$ cat src/rtl/hist_pkg.sv
// Shared constants, state encoding and bin helpers for the histogram readout slice.
package hist_pkg;

  localparam int unsigned NUM_BINS  = 11;
  localparam int unsigned CNT_W     = 5;
  localparam int unsigned IDX_W     = 4;
  localparam int unsigned FIRST_VAL = 17;
  localparam int unsigned BIN_SPAN  = 2;
  localparam int unsigned TOT_W     = CNT_W + IDX_W;
  localparam int unsigned LO_W      = 6;

  typedef enum logic [1:0] {
    StIdle = 2'd0,
    StSend = 2'd1,
    StFin  = 2'd2
  } hist_state_e;

  // Lowest sample value that falls into bin idx.
  function automatic logic [LO_W-1:0] bin_lo(input logic [IDX_W-1:0] idx);
    logic [LO_W-1:0] lo;
    lo = LO_W'(FIRST_VAL) + LO_W'(BIN_SPAN) * LO_W'(idx);
    return lo;
  endfunction

endpackage

$ cat src/rtl/histogram_readout_if.sv
// Valid/ready beat stream carrying one histogram bin per transfer.
interface histogram_readout_if;
  import hist_pkg::*;

  logic             out_valid;
  logic             out_ready;
  logic [IDX_W-1:0] out_idx;
  logic [LO_W-1:0]  out_lo;
  logic [CNT_W-1:0] out_count;
  logic             out_last;

  modport master (
    output out_valid,
    output out_idx,
    output out_lo,
    output out_count,
    output out_last,
    input  out_ready
  );

  modport slave (
    input  out_valid,
    input  out_idx,
    input  out_lo,
    input  out_count,
    input  out_last,
    output out_ready
  );

endinterface

$ cat src/rtl/hist_stats_acc.sv
// Running total and mode (first largest count) over a stream of accepted bins.
module hist_stats_acc
  import hist_pkg::*;
(
  input  logic             clk,
  input  logic             rst_n,
  input  logic             clear,
  input  logic             accept,
  input  logic [IDX_W-1:0] idx,
  input  logic [CNT_W-1:0] count,
  output logic [TOT_W-1:0] total,
  output logic [IDX_W-1:0] mode_idx,
  output logic [CNT_W-1:0] mode_count
);

  logic [TOT_W-1:0] total_q;
  logic [IDX_W-1:0] mode_idx_q;
  logic [CNT_W-1:0] mode_count_q;

  always_ff @(posedge clk or negedge rst_n) begin
    if (!rst_n) begin
      total_q      <= '0;
      mode_idx_q   <= '0;
      mode_count_q <= '0;
    end else if (clear) begin
      total_q      <= '0;
      mode_idx_q   <= '0;
      mode_count_q <= '0;
    end else if (accept) begin
      total_q <= total_q + TOT_W'(count);
      // Strict compare so ties keep the earlier (lower) index.
      if (count > mode_count_q) begin
        mode_idx_q   <= idx;
        mode_count_q <= count;
      end
    end
  end

  assign total      = total_q;
  assign mode_idx   = mode_idx_q;
  assign mode_count = mode_count_q;

endmodule

$ cat src/rtl/histogram_readout.sv
// Snapshots the accumulator bins on start, requests a clear, then streams the bins out.
module histogram_readout
  import hist_pkg::*;
(
  input  logic                      clk,
  input  logic                      rst_n,
  input  logic                      start,
  input  logic [NUM_BINS*CNT_W-1:0] bins_flat,
  output logic                      clear_req,
  output logic                      busy,
  output logic                      done,
  output logic [TOT_W-1:0]          total,
  output logic [IDX_W-1:0]          mode_idx,
  output logic [CNT_W-1:0]          mode_count,
  histogram_readout_if.master       stream
);

  hist_state_e               state_q;
  logic [NUM_BINS*CNT_W-1:0] snap_q;
  logic [IDX_W-1:0]          idx_q;
  logic                      clear_q;
  logic                      busy_q;
  logic                      valid_q;
  logic                      done_q;

  logic                      accept;
  logic                      last;
  logic                      start_ok;
  logic [CNT_W-1:0]          cur_count;

  assign accept   = valid_q & stream.out_ready;
  assign last     = (idx_q == IDX_W'(NUM_BINS - 1));
  assign start_ok = (state_q == StIdle) & start;

  always_comb begin
    cur_count = '0;
    for (int i = 0; i < int'(NUM_BINS); i++) begin
      if (idx_q == IDX_W'(i)) begin
        cur_count = snap_q[i*CNT_W +: CNT_W];
      end
    end
  end

  always_ff @(posedge clk or negedge rst_n) begin
    if (!rst_n) begin
      state_q <= StIdle;
      snap_q  <= '0;
      idx_q   <= '0;
      clear_q <= 1'b0;
      busy_q  <= 1'b0;
      valid_q <= 1'b0;
      done_q  <= 1'b0;
    end else begin
      clear_q <= 1'b0;
      done_q  <= 1'b0;
      case (state_q)
        StIdle: begin
          if (start) begin
            snap_q  <= bins_flat;
            idx_q   <= '0;
            clear_q <= 1'b1;
            busy_q  <= 1'b1;
            valid_q <= 1'b1;
            state_q <= StSend;
          end
        end
        StSend: begin
          if (accept) begin
            if (last) begin
              busy_q  <= 1'b0;
              valid_q <= 1'b0;
              done_q  <= 1'b1;
              state_q <= StFin;
            end else begin
              idx_q <= idx_q + 1'b1;
            end
          end
        end
        StFin: begin
          state_q <= StIdle;
        end
        default: begin
          busy_q  <= 1'b0;
          valid_q <= 1'b0;
          state_q <= StIdle;
        end
      endcase
    end
  end

  hist_stats_acc u_stats (
    .clk        (clk),
    .rst_n      (rst_n),
    .clear      (start_ok),
    .accept     (accept),
    .idx        (idx_q),
    .count      (cur_count),
    .total      (total),
    .mode_idx   (mode_idx),
    .mode_count (mode_count)
  );

  // Beat fields read as zero whenever no beat is offered.
  assign stream.out_valid = valid_q;
  assign stream.out_idx   = valid_q ? idx_q : '0;
  assign stream.out_lo    = valid_q ? bin_lo(idx_q) : '0;
  assign stream.out_count = valid_q ? cur_count : '0;
  assign stream.out_last  = valid_q & last;

  assign clear_req = clear_q;
  assign busy      = busy_q;
  assign done      = done_q;

endmodule

$ cat src/flat_wrapper.sv
// flat-port wrapper written by rule: the top's interface ports become plain ports
module histogram_readout_flat import hist_pkg::*;
  (clk, rst_n, start, bins_flat, clear_req, busy, done, total, mode_idx, mode_count, stream_out_valid, stream_out_idx, stream_out_lo, stream_out_count, stream_out_last, stream_out_ready);
  histogram_readout_if stream_i ();
  input  logic clk;
  input  logic rst_n;
  input  logic start;
  input  logic [NUM_BINS*CNT_W-1:0] bins_flat;
  output logic clear_req;
  output logic busy;
  output logic done;
  output logic [TOT_W-1:0] total;
  output logic [IDX_W-1:0] mode_idx;
  output logic [CNT_W-1:0] mode_count;
  output wire logic [$bits(stream_i.out_valid)-1:0] stream_out_valid;
  output wire logic [$bits(stream_i.out_idx)-1:0] stream_out_idx;
  output wire logic [$bits(stream_i.out_lo)-1:0] stream_out_lo;
  output wire logic [$bits(stream_i.out_count)-1:0] stream_out_count;
  output wire logic [$bits(stream_i.out_last)-1:0] stream_out_last;
  input wire logic [$bits(stream_i.out_ready)-1:0] stream_out_ready;
  assign stream_out_valid = stream_i.out_valid;
  assign stream_out_idx = stream_i.out_idx;
  assign stream_out_lo = stream_i.out_lo;
  assign stream_out_count = stream_i.out_count;
  assign stream_out_last = stream_i.out_last;
  assign stream_i.out_ready = stream_out_ready;
  histogram_readout u_core (.clk(clk), .rst_n(rst_n), .start(start), .bins_flat(bins_flat), .clear_req(clear_req), .busy(busy), .done(done), .total(total), .mode_idx(mode_idx), .mode_count(mode_count), .stream(stream_i));
endmodule
$ cat config.mk
export PLATFORM = sky130hd
export DESIGN_NAME = histogram_readout_flat
export DESIGN_NICKNAME = d
export VERILOG_FILES = /design/src/rtl/hist_pkg.sv /design/src/rtl/histogram_readout_if.sv /design/src/rtl/hist_stats_acc.sv /design/src/rtl/histogram_readout.sv /design/src/flat_wrapper.sv
export SDC_FILE = /design/constraint.sdc
export NUM_CORES = 1
export LEC_CHECK = 0
export CORE_MARGIN = 4
export CORE_UTILIZATION = 28
export DETAILED_ROUTE_END_ITERATION = 12
export HOLD_SLACK_MARGIN = 0.06
export PLACE_DENSITY = 0.53
export SLEW_MARGIN = 20
export SYNTH_ARGS = -nofsm -noshare
export SYNTH_HDL_FRONTEND = slang
export SYNTH_SLANG_ARGS = --single-unit
$ cat constraint.sdc
create_clock -name clk -period 4 [get_ports clk]
set_clock_uncertainty 0.15 [all_clocks]
set_input_delay 0.8 -clock clk [delete_from_list [all_inputs] [get_ports clk]]
set_output_delay 0.8 -clock clk [all_outputs]
set_load 0.1 [all_outputs]
==> results of run 1 <==
[timing repair]
| item | 4_1_cts | 5_1_grt |
|---|---|---|
| resized for setup | 0 | 4 |
| endpoints found under the setup margin | 0 | 3 |
| buffers inserted | 0 | 0 |
[cells in the mapped netlist, types with 5 or more instances]
| master | count |
|---|---|
| and2_1 | 11 |
| mux2i_1 | 5 |
| nor2b_1 | 5 |
| ha_1 | 15 |
| nand2_1 | 32 |
| buf_2 | 14 |
| nand3b_1 | 6 |
| buf_4 | 8 |
| clkbuf_1 | 6 |
| a21oi_1 | 33 |
| o21ai_0 | 25 |
| dfrtp_1 | 82 |
| mux2_2 | 46 |
| nor2_1 | 20 |
| a211oi_1 | 6 |
| inv_1 | 25 |
[routing by layer]
metal	GRT usage, %	wire length [um]	vias up
met2	21.44	5293	83
met4	3.580	149	0
li1	-	-	1627
met1	16.95	5109	1664
met5	0	0	-
met3	4.525	628	10
[final cells by class]
class,instances,area [um2],share of cell area (%)
Sequential cell,82,2053,35.25
Multi-Input combinational cell,274,2046,35.12
Timing Repair Buffer,107,1066,18.30
Clock buffer,12,256.5,4.404
Tap cell,188,235.2,4.039
Inverter,25,93.84,1.611
Clock inverter,4,73.82,1.267
[path summary, 6_finish.rpt]
| check | from | cells after the start | slack, ns | to |
|---|---|---|---|---|
| setup / recovery | u_core.idx_q[1] | 15 | 0.25 | u_core.u_stats.total[8] |
| hold reg to reg | u_core.state_q[1] | 1 | 0.34 | u_core.state_q[0] |
| hold / removal | u_core.state_q[1] | 1 | 0.34 | u_core.state_q[0] |
| max in group asynchronous | rst_n | 2 | 2.50 | u_core.snap_q[13] |
| min in group asynchronous | rst_n | 1 | 0.39 | u_core.snap_q[15] |
| setup reg to reg | u_core.idx_q[1] | 15 | 0.25 | u_core.u_stats.total[8] |
[stage by stage]
stage	util, %	hold WS [ns]	cell area, um2	instances	setup WS, ns
2_1_floorplan	-	0.2899	4343	410	0.5054
3_3_place_gp	36.08	0.3254	5485	676	0.1133
3_5_place_dp	36.08	0.3394	5485	676	0.08033
4_1_cts	38.26	0.3499	5816	692	0.06082
5_1_grt	38.31	0.3637	5824	692	0.02267
6_report	38.31	0.3449	5824	692	0.2491
[flip-flops by register name, summed over array words and instances (netlist names)]
signal	cells
u_core.done	1
u_core.u_stats.mode_idx	4
u_core.idx_q	4
u_core.busy	1
u_core.clear_req	1
u_core.state_q	2
u_core.u_stats.total	9
u_core.snap_q	55
u_core.u_stats.mode_count	5
[kinds of logic (layout without fill, tap and decap cells)]
kind of cell | Yosys count | count (layout) | share of synthesized area, %
buf+inv | 54 | 148 | 5.935
xor+xnor | 6 | 6 | 1.210
compound gates | 103 | 103 | 15.82
fa+ha+maj | 16 | 16 | 4.783
flops | 82 | 82 | 47.25
mux | 51 | 51 | 13.08
simple gates | 98 | 98 | 11.93
==> run_results.csv, run 1 <==
group,metric,value,unit
sta,rsz0062_at_grt,"false",
finish,mostFrequentLayoutCell,"dfrtp_1",
sta,hold_viol,0,
clocking,cts_hold_buf,0,
job,cap_violations,0,
finish,final_cell_mix,"dfrtp_1 (81), clkdlybuf4s50_1 (80), mux2_2 (46)",
grt,grt_max_degree,69,
place,dpl.hpwl,8.521,mm
routing,firstDrtPassIters,4,
clocking,clock-sinks,82,
grt,antenna_found_initial,0,
grt,gr-total-overflow,0,
clocking,clock_latency,0.34,ns
floorplan,rows,45,
yosys,synthFlopType,"dfrtp_1",
finish,fill_cells,1548,
finish,nets,574,
floorplan,die_area,17570,um2
setup_path,crit_type,"reg2reg",
setup_path,cpPeakStageDelay,0.46,ns
grt,grt_pass1_wl,18.42,mm
yosys,synth-async-reset-ratio,100.0,%
setup_path,cp.required,4.11,ns
finish,drive_above_1_share,21.83,%
floorplan,start_util,28.57,%
routing,routed_wl,11.18,mm
sta,setup_viol,0,
sta,fin_tns_setup,0,ns
floorplan,die_h,132.5,um
sta,timing.final.max_slew_violations,0,
yosys,ys_warn_count,0,
finish,n_antenna_cell,0,
clocking,cts_buffers,9,
routing,ant_nets,0,
yosys,synth_area_leaders,"dfrtp_1 (47%), mux2_2 (12%), ha_1 (4.3%), a21oi_1 (3.8%), o21ai_0 (2.9%)",
setup_path,worst_setup_path_end_kind,"flop",
sta,relSlewSlack,33.90,%
setup_path,cpMaxStageDelayCell,"dfrtp_2",
routing,post_drt_wl_per_cell,16.16,um
sta,fin_crit_sh,93.77,%
yosys,synth_top_area_share,47.25,%
clocking,cts_root_buffer,"clkbuf_16",
floorplan,die_x,132.5,um
setup_path,crit_fanout,13,
finish,synthToLayoutAreaGrowth,34.11,%
yosys,yosysSeqAreaShare,47.25,%
yosys,synth_area,4343,um2
sta,worst_pin_slew,0.9884,ns
yosys,ys_ff_latch,82,
worst_hold_path,worstHoldPathType,"reg2reg",
setup_path,critPathLaunchType,"flop",
sta,max_freq,266.6,MHz
clocking,cts_tree,"done",
setup_path,cp_cell_sequence,"inv_1, ha_2, buf_4, a221oi_1, a2111oi_2, o2111a_2, ha_1, inv_1, fa_1, nor2b_1, o21ai_0, a21oi_1, o22ai_1, or3_1, a21oi_1",
clocking,cts_buffer_depth,2,
routing,viasPerCell,4.890,
grt,grt_usage,13.24,%
routing,drt_iter0_markers,181,
clocking,path_clk_slew,0.06,ns
setup_path,crit_family,"compound AO/OA/AOI/OAI gates",
place,globalplace.congestion,0.8231,
floorplan,boundaryPins,97,
yosys,synth_fp_nets,485,
routing,drc,0,
sta,finalCriticalPeriod,3.751,ns
grt,grt_pass1_vias,3511,
yosys,synth-edff-count,0,
setup_path,cp.arrival,3.87,ns
yosys,synth_largest_area_cell,"dfrtp_1",
routing,vias,3384,
yosys,syn_avg_cell_area,10.59,um2
setup_path,cp.buffers_inverters,3,
clocking,cts_max_level,3,
run_status,status,"completed",
yosys,synth_cell_types,52,
yosys,syn_inst,410,
place,io_buffers,96,
floorplan,design.core.area,15200,um2
Power of run 1 is left out: the tool's default activity adds up to more than one toggle a clock period on the data nets, which glitch-free logic cannot reach.
==> run 2: changes to the inputs <==
GPL_TIMING_DRIVEN = 0   (was not set)
clock period = 3.5 ns   (was 4 ns; I/O delays follow)
==> run_results.csv, run 2 (synthesis gave the netlist of run 1 again) <==
group,metric,value,unit
place,io_buffers,96,
grt,grt_pass1_vias,3758,
routing,viasPerCell,4.864,
grt,gr-total-overflow,0,
clocking,cts_root_buffer,"clkbuf_16",
sta,hold_viol,0,
clocking,cts_buffers,9,
clocking,path_clk_slew,0.06,ns
sta,relSlewSlack,34.43,%
finish,post_layout_nonfiller_instances,736,
clocking,cts_max_level,3,
routing,drc,0,
sta,worst_slack,-0.07395,ns
clocking,clock-sinks,82,
finish,mostFrequentLayoutCell,"clkdlybuf4s50_1",
finish,largest_reg_flops,55,
floorplan,rows,45,
setup_path,critPathLaunchType,"flop",
sta,worst_pin_slew,0.9805,ns
place,dp_cells,695,
finish,design_area,6480,um2
floorplan,start_util,28.57,%
run_status,violations,"setup timing",
routing,firstDrtPassIters,4,
clocking,clock_latency,0.34,ns
grt,antenna_found_initial,0,
finish,top_register,"u_core.snap_q",
worst_hold_path,worstHoldPathType,"in2async",
sta,hold_ws,0.1508,ns
setup_path,crit_type,"reg2reg",
finish,final_cell_mix,"clkdlybuf4s50_1 (83), dfrtp_1 (80), mux2_2 (46)",
place,globalplace.congestion,0.8220,
setup_path,crit_fanout,5,
place,place_area,5564,um2
routing,routed_wl,12.71,mm
floorplan,die_h,132.5,um
grt,grt_max_degree,51,
sta,fin_crit_sh,102.1,%
sta,setup_viol,8,
setup_path,cp.required,3.57,ns
floorplan,die_area,17570,um2
sta,timing.final.max_slew_violations,0,
grt,grt_usage,14.86,%
routing,drt_iter0_markers,238,
setup_path,worst_setup_path_end_kind,"flop",
clocking,cts_buffer_depth,2,
place,dpl.hpwl,9.273,mm
floorplan,boundaryPins,97,
setup_path,cp.arrival,3.65,ns
grt,grt_pass1_wl,20.45,mm
finish,synthToLayoutAreaGrowth,49.21,%
routing,post_drt_wl_per_cell,17.26,um
floorplan,design.core.area,15200,um2
finish,fill_cells,1436,
finish,nets,619,
job,cap_violations,0,
routing,ant_nets,0,
sta,rsz0062_at_grt,"true",
sta,max_freq,279.8,MHz
finish,drive_above_1_share,33.58,%
clocking,cts_tree,"done",
routing,vias,3580,
floorplan,die_x,132.5,um
run_status,status,"finished, violations left",
sta,finalCriticalPeriod,3.574,ns
finish,n_antenna_cell,0,
-- run 2: path summary, 6_finish.rpt --
kind                                   startpoint                           end  slack [ns]  depth (start not counted)
min in group clk                u_core.state_q[1]             u_core.state_q[0]        0.33                          1
worst min register to register  u_core.state_q[1]             u_core.state_q[0]        0.33                          1
worst max register to register    u_core.idx_q[1]  u_core.u_stats.mode_count[0]       -0.07                         17
worst min-delay path                        rst_n              u_core.snap_q[2]        0.15                          1
worst max-delay path              u_core.idx_q[1]  u_core.u_stats.mode_count[0]       -0.07                         17
max in group asynchronous                   rst_n               u_core.idx_q[0]        2.42                          2
-- run 2: per-layer routing --
metal | track usage (%) | wire length, um | vias to the layer above | part of all wire, %
met5 | 0 | 0 | - | 0
met4 | 4.734 | 267 | 0 | 2.1
met3 | 4.144 | 667 | 21 | 5.2
met2 | 23.91 | 6148 | 100 | 48
met1 | 19.44 | 5622 | 1745 | 44
li1 | - | - | 1714 | -
-- run 2: worst max-delay path, stage by stage (launching register included) --
cell	delay, ns
dfrtp_2	0.40
inv_4	0.06
ha_4	0.15
buf_6	0.11
nor2b_4	0.14
buf_6	0.12
a221o_1	0.37
a211oi_2	0.27
a21oi_2	0.06
a211o_1	0.33
buf_6	0.17
ha_4	0.27
nand2_4	0.05
o21bai_4	0.17
a21oi_4	0.22
buf_12	0.15
mux2i_2	0.19
nor2_1	0.07
-- run 2: metrics by stage --
stage               util (%)  setup WS (ns)  TNS [ns]
floorplan                  -        0.08327         0
global placement       36.44         -1.418   -124.08
detailed placement     36.60        -0.8517    -8.676
CTS                    41.94       -0.07101   -0.1414
global route           42.63        -0.1940    -1.819
finish                 42.63       -0.07395   -0.4434
-- run 2: area by class of cell --
type	count	area, um2	area share, %
Tap cell	188	235.2	3.630
Clock buffer	9	225.2	3.476
Inverter	25	101.3	1.564
Multi-Input combinational cell	274	2318	35.78
Buffer	29	190.2	2.935
Clock inverter	6	67.56	1.043
Sequential cell	82	2054	31.70
Timing Repair Buffer	123	1287	19.87
-- run 2: what timing repair did --
item | in CTS | in global routing
endpoints found under the hold margin | 0 | 0
buffers inserted | 23 | 3
gates resized for setup | 114 | 23
gates cloned | 0 | 0
setup endpoints to repair | 22 | 20
pin swaps | 20 | 16
hold buffers | 0 | 0
Power of run 2 is left out for the same reason.
